--- src/rtl/slice_header_field_writer_pkg.sv ---
// Shared widths, field-kind encodings and the per-field payload for the slice-header writer.
package slice_header_field_writer_pkg;

  localparam int unsigned ACC_W  = 24;
  localparam int unsigned CNT_W  = 5;
  localparam int unsigned LEN_W  = 5;
  localparam int unsigned VAL_W  = 16;
  localparam int unsigned LOG2_W = 4;
  localparam int unsigned BYTE_W = 8;

  localparam logic [LEN_W-1:0] LEN_MAX = LEN_W'(16);

  typedef enum logic [1:0] {
    FIELD_RAW       = 2'd0,
    FIELD_FRAME_NUM = 2'd1,
    FIELD_POC_LSB   = 2'd2,
    FIELD_TRAILING  = 2'd3
  } field_kind_e;

  typedef struct packed {
    logic [LEN_W-1:0] len;
    logic [VAL_W-1:0] value;
  } field_bits_t;

  // Saturate a raw (up to 6-bit) length to the widest field the writer packs.
  function automatic logic [LEN_W-1:0] clamp_len(input logic [LEN_W:0] raw);
    return (raw > (LEN_W+1)'(LEN_MAX)) ? LEN_MAX : LEN_W'(raw);
  endfunction

endpackage

--- src/rtl/slice_header_field_writer_field_len_select.sv ---
// Derives the effective field length and the masked, right-aligned value to be packed.
module slice_header_field_writer_field_len_select
  import slice_header_field_writer_pkg::*;
(
  input  logic [1:0]        i_field_kind,
  input  logic [LEN_W-1:0]  i_field_len,
  input  logic [VAL_W-1:0]  i_field_value,
  input  logic [LOG2_W-1:0] i_log2_fn_m4,
  input  logic [LOG2_W-1:0] i_log2_poc_m4,
  input  logic [CNT_W-1:0]  i_bit_count,
  output field_bits_t       o_field
);

  logic [LEN_W:0]   w_raw_len;
  logic [LEN_W-1:0] w_len;
  logic [VAL_W:0]   w_mask;

  always_comb begin
    w_raw_len = '0;
    case (i_field_kind)
      FIELD_FRAME_NUM: w_raw_len = (LEN_W+1)'(i_log2_fn_m4) + (LEN_W+1)'(4);
      FIELD_POC_LSB:   w_raw_len = (LEN_W+1)'(i_log2_poc_m4) + (LEN_W+1)'(4);
      // Stop bit plus zero padding up to the next byte boundary.
      FIELD_TRAILING:  w_raw_len = (i_bit_count < CNT_W'(8)) ?
                                   ((LEN_W+1)'(8) - (LEN_W+1)'(i_bit_count)) : '0;
      default:         w_raw_len = (LEN_W+1)'(i_field_len);
    endcase
  end

  assign w_len  = clamp_len(w_raw_len);
  assign w_mask = ((VAL_W+1)'(1) << w_len) - (VAL_W+1)'(1);

  always_comb begin
    o_field.len   = w_len;
    o_field.value = i_field_value & w_mask[VAL_W-1:0];
    if (i_field_kind == FIELD_TRAILING) begin
      o_field.value = (w_len == '0) ? '0 : VAL_W'((VAL_W+1)'(1) << (w_len - LEN_W'(1)));
    end
  end

endmodule

--- src/rtl/slice_header_field_writer.sv ---
// MSB-first bit packer for fixed-length slice-header fields with a byte valid/ready output.
// Optional emulation-prevention insertion is enabled by defining EMULATION_PREVENTION_EN.
module slice_header_field_writer
  import slice_header_field_writer_pkg::*;
(
  input  logic              clk,
  input  logic              reset_n,
  input  logic              field_valid,
  output logic              field_ready,
  input  logic [1:0]        field_kind,
  input  logic [LEN_W-1:0]  field_len,
  input  logic [VAL_W-1:0]  field_value,
  input  logic [LOG2_W-1:0] log2_max_frame_num_minus4,
  input  logic [LOG2_W-1:0] log2_max_pic_order_cnt_lsb_minus4,
  output logic [BYTE_W-1:0] byte_out,
  output logic              byte_valid,
  input  logic              byte_ready,
  output logic              writer_idle
);

  logic [ACC_W-1:0] r_acc;
  logic [CNT_W-1:0] r_bit_count;

  field_bits_t      w_field;
  logic             w_field_ready;
  logic             w_byte_valid;
  logic             w_accept;
  logic             w_pop;
  logic             w_emu;
  logic [CNT_W:0]   w_shamt;
  logic [ACC_W-1:0] w_insert;

  slice_header_field_writer_field_len_select u_field_len_select (
    .i_field_kind  (field_kind),
    .i_field_len   (field_len),
    .i_field_value (field_value),
    .i_log2_fn_m4  (log2_max_frame_num_minus4),
    .i_log2_poc_m4 (log2_max_pic_order_cnt_lsb_minus4),
    .i_bit_count   (r_bit_count),
    .o_field       (w_field)
  );

  assign w_field_ready = (r_bit_count < CNT_W'(8));
  assign w_byte_valid  = !w_field_ready;
  assign w_accept      = field_valid && w_field_ready;
  assign w_pop         = w_byte_valid && byte_ready;

  // Place the new field directly below the pending bits.
  assign w_shamt  = (CNT_W+1)'(ACC_W) - (CNT_W+1)'(r_bit_count) - (CNT_W+1)'(w_field.len);
  assign w_insert = ACC_W'(w_field.value) << w_shamt;

`ifdef EMULATION_PREVENTION_EN
  logic [1:0] r_zero_run;

  assign w_emu = (r_zero_run == 2'd2) && w_byte_valid &&
                 (r_acc[ACC_W-1 -: BYTE_W] <= BYTE_W'(8'h03));

  // Counts consecutive 0x00 data bytes; an inserted 0x03 restarts the run.
  always_ff @(posedge clk or negedge reset_n) begin
    if (!reset_n) begin
      r_zero_run <= '0;
    end else if (w_pop) begin
      if (w_emu) begin
        r_zero_run <= '0;
      end else if (r_acc[ACC_W-1 -: BYTE_W] == '0) begin
        r_zero_run <= (r_zero_run == 2'd2) ? 2'd2 : r_zero_run + 2'd1;
      end else begin
        r_zero_run <= '0;
      end
    end
  end
`else
  assign w_emu = 1'b0;
`endif

  always_ff @(posedge clk or negedge reset_n) begin
    if (!reset_n) begin
      r_acc       <= '0;
      r_bit_count <= '0;
    end else if (w_accept) begin
      r_acc       <= r_acc | w_insert;
      r_bit_count <= r_bit_count + CNT_W'(w_field.len);
    end else if (w_pop && !w_emu) begin
      r_acc       <= r_acc << BYTE_W;
      r_bit_count <= r_bit_count - CNT_W'(8);
    end
  end

  assign field_ready = w_field_ready;
  assign byte_valid  = w_byte_valid;
  assign byte_out    = w_emu ? BYTE_W'(8'h03) : r_acc[ACC_W-1 -: BYTE_W];
  assign writer_idle = (r_bit_count == '0);

endmodule

--- config.mk ---
export PLATFORM = sky130hd
export DESIGN_NAME = slice_header_field_writer
export DESIGN_NICKNAME = d
export VERILOG_FILES = /design/src/rtl/slice_header_field_writer_pkg.sv /design/src/rtl/slice_header_field_writer_field_len_select.sv /design/src/rtl/slice_header_field_writer.sv
export SDC_FILE = /design/constraint.sdc
export NUM_CORES = 1
export LEC_CHECK = 0
export ABC_AREA = 1
export ABC_CLOCK_PERIOD_IN_PS = 12100
export CAP_MARGIN = 25
export CORE_MARGIN = 4
export CORE_UTILIZATION = 60
export DETAILED_ROUTE_END_ITERATION = 7
export PLACE_DENSITY = 0.95
export SYNTH_ARGS = -nofsm -noshare
export SYNTH_HDL_FRONTEND = slang
export SYNTH_SLANG_ARGS = --single-unit
--- constraint.sdc ---
create_clock -name clk -period 12.1 [get_ports clk]
set_input_delay 2.42 -clock clk [delete_from_list [all_inputs] [get_ports clk]]
set_output_delay 2.42 -clock clk [all_outputs]
set_load 0.005 [all_outputs]
==> results of run 1 <==
-- cell usage in the layout (no fill, tap or decap), types with 3 or more instances in the layout --
master             n
nor2_1            55
nor2_2             8
nand3_2           12
nand2_1          193
o211ai_1           5
o21ai_0           42
clkinv_1           5
clkdlybuf4s50_1   45
ha_1              20
nand2_2            7
inv_1             54
o21ai_1            7
dfrtp_1           29
clkbuf_8           6
xor2_1             5
inv_2              6
nand4_1           19
a21oi_1           28
nor3_1             3
nor2_4             4
nand3_1          112
-- sequential cells by signal, summed over array words and instances, names as in the netlist --
name / flops
r_acc: 24
r_bit_count: 5
-- routing by layer --
metal / global-route usage [%] / up-vias / wire [µm]
li1: - / 2250 / -
met1: 45.2 / 2067 / 5630
met2: 51.0 / 203 / 5580
met3: 6.82 / 27 / 913
met4: 8.39 / 0 / 216
met5: 0 / - / 0
-- worst register-to-register path, delay by kind of cell (launching register included) --
family / cells / cell delay, ps
flip-flops: 1 / 530
AO/OA/AOI/OAI: 3 / 430
adder cells (fa/ha/maj): 4 / 1100
AND/OR/NAND/NOR: 15 / 2090
buffers and inverters: 6 / 1090
XOR/XNOR: 1 / 160
-- logic make-up after synthesis --
family,count (synthesis)
simple gates,421
buf+inv,97
compound gates,90
flops,29
fa+ha+maj,22
xor+xnor,6
mux,1
-- final cells by class --
class	instances	area share, %
Multi-Input combinational cell	540	62.9
Sequential cell	29	16.2
Clock inverter	2	0.838
Tap cell	77	2.15
Clock buffer	6	1.84
Timing Repair Buffer	47	10.4
Inverter	66	5.64
-- path summary, 6_finish.rpt --
| kind | start | cells after the start | slack, ps | to |
|---|---|---|---|---|
| hold reg to reg | r_acc[15] | 2 | 490 | r_acc[15] |
| hold / removal | r_acc[15] | 2 | 490 | r_acc[15] |
| setup / recovery | field_kind[1] | 28 | 4330 | r_acc[8] |
| setup reg to reg | r_bit_count[3] | 29 | 6630 | r_acc[8] |
| max in group asynchronous | reset_n | 2 | 9300 | r_bit_count[2] |
| min in group asynchronous | reset_n | 2 | 2510 | r_acc[5] |
-- per-stage QoR --
stage / instance area (µm²) / setup WS (ps) / utilization, % / hold slack (ps) / cells
6_report: 4480 / 4330 / 70.1 / 495 / 767
4_1_cts: 4480 / 4460 / 70.1 / 493 / 767
5_1_grt: 4480 / 3880 / 70.1 / 512 / 767
3_3_place_gp: 4360 / 4490 / 68.2 / 463 / 759
2_1_floorplan: 3960 / 5640 / - / 449 / 666
3_5_place_dp: 4360 / 4190 / 68.2 / 476 / 759
==> summary.md, run 1 <==
| Metric | Value |
|---|---|
| Setup TNS | 0 ps |
| Adder-cell share of the synthesized area | 7.33% |
| Top area cells in the synthesized netlist | dfrtp_1 (18%), nand2_1 (18%), nand3_1 (14%) |
| Layout area overhead | 13.0% |
| Routed len/inst | 16.1 µm |
| Clk root buf | clkbuf_8 |
| F_max | between 100 and 150 MHz |
| Min cycle time layout | between 7000 and 8000 ps |
| Port Buffer Count | 45 |
| Yosys warns | 0 |
| Sequential standard cell area | ~730 µm² |
| Max cap viols | 0 |
| Ant diodes | 0 |
| Vias per std cell | 5.93 |
| Post-cts sizing count | 0 |
| Post-cts hold buffer count | 0 |
| First-pass detailed-route iteration total | 5 |
| Yosys reg bits | 29 |
| Post-layout nets | between 700 and 800 |
| Setup crit end kind | register |
| CTS tree | done |
| Status | complete, no violations |
| # Post-CTS Setup Buffers | 0 |
| Syn avg cell area | around 6 µm² |
| Cell row count | 29 |
| Xor/xnor share of the synthesized area | around 1.3% |
| Pin count of the biggest net entering global routing | 34 |
| Worst-Margin Slew | 1050 ps |
| Slowest-stage cell, CP | clkdlybuf4s50_1 |
| Largest family of logic cells by synthesized area | simple AND/OR/NAND/NOR gates |
| CTS buffer count | 5 |
| Vias in the first global route | ~4200 |
| Worst rel slew slack | about 30% |
| Post-synthesis mux area share | less than 1% |
| Die outline area | about 8000 µm² |
| Critical Path RT | ~12000 ps |
| Post-synth EDFFs | 0 |
| # IOs | 46 |
| Post-Syn Area | roughly 4000 µm² |
| DPL Wire Length | 9750 µm |
| Footprint of the multi-input gates | approximately 2800 µm² |
| Compound-cell area share of the yosys netlist | 12.7% |
| Max Buffers Root-to-Sink | 2 |
| Cell taking the most area after synthesis | dfrtp_1 |
| Synth top area share | approximately 18% |
| Routed Antenna Nets | 0 |
| Total GRT Usage | between 30% and 40% |
| Post-synthesis simple-gate area fraction | between 40% and 50% |
| Vias | about 4500 |
| 1st-iter DRT viols | 427 |
| CP Max Fanout | 9 |
| Post-synth cell types | just over 40 |
| # fillers | 570 |
| Synth Instances | ~670 |
| Post-synthesis sequential area ratio | roughly 18% |
| Most used cell, CP | nor2_1 |
| Post-synth top cells | nand2_1 (193), nand3_1 (112), nor2_1 (55) |
| Most used flip-flop cell after synthesis | dfrtp_1 |
| Die Span Y | about 89 µm |
| CP top delay family | simple AND/OR/NAND/NOR gates |
| Clock Sinks | 29 |
| Final worst path period share | around 64% |
| Post-synthesis net count | just over 700 |
| GP Congestion | between 0.9 and 1 |
| Worst-path clk slew | 70 ps |
| Drc violations | 0 |
| Ys async rst share | between 90% and 100% |
| RSZ-0062 raised after global routing | no |
| Initial Util | between 60% and 70% |
| Final hold vios | 0 |
| Crit path kind | in -> reg |
| Grt ovf | 0 |
| Initial antenna violation count | 0 |
| Clk Latency, worst-skew pair | between 200 and 300 ps |
| Final Skew | ~8.4 ps |
| WP buf/inv | 6 |
| Layout cell share with drive strength beyond 1 | 8.41% |
| Die Width | ~90 µm |
| WP data arrival | between 7000 and 8000 ps |
| Fin. max-slew vios | 0 |
| Max incr delay on CP | roughly 570 ps |
| H-tree depth | 2 |
| Worst setup SP type | primary input |
| HP Class | reg -> reg |
| Routed WL | about 12000 µm |
| Core area | 6390 µm² |
| Most frequent cell after synthesis | nand2_1 |
| First-pass GRT wire length | 20100 µm |
| Final Setup Violations | 0 |
Power of run 1 is left out: the tool's default activity adds up to more than one toggle a clock period on the data nets, which glitch-free logic cannot reach.
==> run 2: changes to the inputs <==
- ABC_CLOCK_PERIOD_IN_PS: 12100 -> 6320
- CORE_UTILIZATION: 60 -> 52
- PLACE_DENSITY: 0.95 -> 0.9
- clock period: 12.1 -> 6.32 ns (I/O delays scaled with it)
==> summary.md, run 2 (same netlist as run 1, synthesis figures left out) <==
| Metric | Value |
|---|---|
| CTS tree | done (unchanged) |
| Worst-path clk slew | 70 ps (about the same) |
| Most used cell, CP | nor2_1 (unchanged) |
| Final hold vios | 0 (unchanged) |
| Post-cts sizing count | 0 (unchanged) |
| Max FFs per register | 24 (unchanged) |
| # IOs | 46 (unchanged) |
| Routed len/inst | 15.3 µm (was 16.1 µm) |
| Critical Path RT | 6520 ps (was 12300 ps) |
| 1st-iter DRT viols | 383 (was 427) |
| Initial antenna violation count | 0 (unchanged) |
| Ant diodes | 0 (unchanged) |
| Vias | 4636 (was 4547) |
| Grt ovf | 0 (unchanged) |
| Worst setup SP type | primary input (unchanged) |
| Final worst path period share | between 90% and 100% |
| # fillers | 702 (was 570) |
| Vias per std cell | 5.80 (was 5.93) |
| Post-cts hold buffer count | 0 (unchanged) |
| HP Class | reg -> reg (unchanged) |
| Max cap viols | 0 (unchanged) |
| # Post-CTS Setup Buffers | 0 (unchanged) |
| RSZ-0062 raised after global routing | no (unchanged) |
| Routed Antenna Nets | 0 (unchanged) |
| WP buf/inv | 6 (unchanged) |
| Die Span Y | 95.3 µm (was 89.3 µm) |
| Vias in the first global route | 4320 (was 4198) |
| DPL Wire Length | 9540 µm (was 9750 µm) |
| Final Setup Violations | 0 (unchanged) |
| Post-layout nets | 756 (was 746) |
| Placed Cells | 791 (was 759) |
| Die outline area | 9080 µm² (was 7970 µm²) |
| H-tree depth | 2 (unchanged) |
| Min cycle time layout | 5850 ps |
| Crit path kind | in -> reg (unchanged) |
| CP top delay family | simple AND/OR/NAND/NOR gates (unchanged) |
| Setup TNS | 0 ps (unchanged) |
| Layout cell share with drive strength beyond 1 | 9.71% (was 8.41%) |
| Routed WL | 12200 µm (was 12300 µm) |
| Top reg by flops | r_acc (unchanged) |
| Setup crit end kind | register (unchanged) |
| Clk root buf | clkbuf_8 (unchanged) |
| Drc violations | 0 (unchanged) |
| Worst-Margin Slew | 1010 ps (was 1050 ps) |
| Core area | 7330 µm² (was 6390 µm²) |
| Fin. max-slew vios | 0 (unchanged) |
| GP Congestion | 1.05 (was 1.00) |
| F_max | between 150 and 200 MHz |
| Slowest-stage cell, CP | clkdlybuf4s50_1 (unchanged) |
| WP data arrival | 6050 ps (was 7960 ps) |
| Total GRT Usage | 28.3% (was 32.3%) |
| Most frequent cells in the layout | nand2_1 (193), nand3_1 (112), nor2_1 (55) (unchanged) |
| First-pass detailed-route iteration total | 5 (unchanged) |
| Max Buffers Root-to-Sink | 2 (unchanged) |
| CTS buffer count | 5 (unchanged) |
| Largest registers | r_acc x24, r_bit_count x5 (unchanged) |
| CP Max Fanout | 9 (unchanged) |
| Max incr delay on CP | 590 ps (was 570 ps) |
| Status | complete, no violations (unchanged) |
| Die Width | 95.3 µm (was 89.3 µm) |
| Worst rel slew slack | 32.8% (was 29.7%) |
| Final Skew | 5.42 ps (was 8.43 ps) |
| Fin Hold WS | 490 ps (was 495 ps) |
| Layout area overhead | 15.6% (was 13.0%) |
| First-pass GRT wire length | 20500 µm (was 20100 µm) |
| Cell row count | 31 (was 29) |
| Worst min-delay path startpoint | r_acc[15] (unchanged) |
| Finished Layout Cells | 799 (was 767) |
| Clk Latency, worst-skew pair | 290 ps (about the same) |
| Initial Util | 54.1% (was 62.0%) |
| CP startpoint | field_kind[1] (unchanged) |
| Port Buffer Count | 45 (unchanged) |
| Critical R2R Launch | r_bit_count[3] (unchanged) |
| Clock Sinks | 29 (unchanged) |
| Commonest non-fill, non-tap cell in the layout | nand2_1 (unchanged) |
| Pin count of the biggest net entering global routing | 34 (unchanged) |
[run 2: area by class of cell]
type,count,area (µm²),area share [%]
Clock buffer,6,82.6,1.80
Clock inverter,2,37.5,0.819
Inverter,66,253,5.52
Multi-Input combinational cell,540,2820,61.5
Sequential cell,29,726,15.8
Tap cell,99,124,2.70
Timing Repair Buffer,57,541,11.8
[run 2: per-layer routing]
metal / up-vias / share of wire (%) / global-route usage (%)
li1: 2266 / - / -
met1: 2151 / 45 / 40.1
met2: 200 / 46 / 45.0
met3: 19 / 7.2 / 4.50
met4: 0 / 1.5 / 6.85
met5: - / 0 / 0
[run 2: worst paths after layout]
check | end | slack, ps | cells past startpoint
setup / recovery | r_acc[8] | 470 | 28
hold / removal | r_acc[15] | 490 | 2
setup reg to reg | r_acc[8] | 1730 | 29
hold reg to reg | r_acc[15] | 490 | 2
max in group asynchronous | r_acc[23] | 4670 | 2
min in group asynchronous | r_acc[5] | 1360 | 2
[run 2: worst register-to-register path: cells and delay by family (launching register included)]
kind,cells,cell delay (ps)
simple gates,15,1580
fa+ha+maj,4,1070
buf+inv,6,770
flops,1,510
compound gates,3,420
xor+xnor,1,140
[run 2: metrics by stage]
stage	utilization (%)	instance area, µm²	setup WS (ps)
after global placement	60.8	4460	475
after detailed placement	60.8	4460	277
after floorplan	-	3960	1020
after global routing	62.5	4580	127
after CTS	62.5	4580	526
final	62.5	4580	470
Power of run 2 is left out for the same reason.
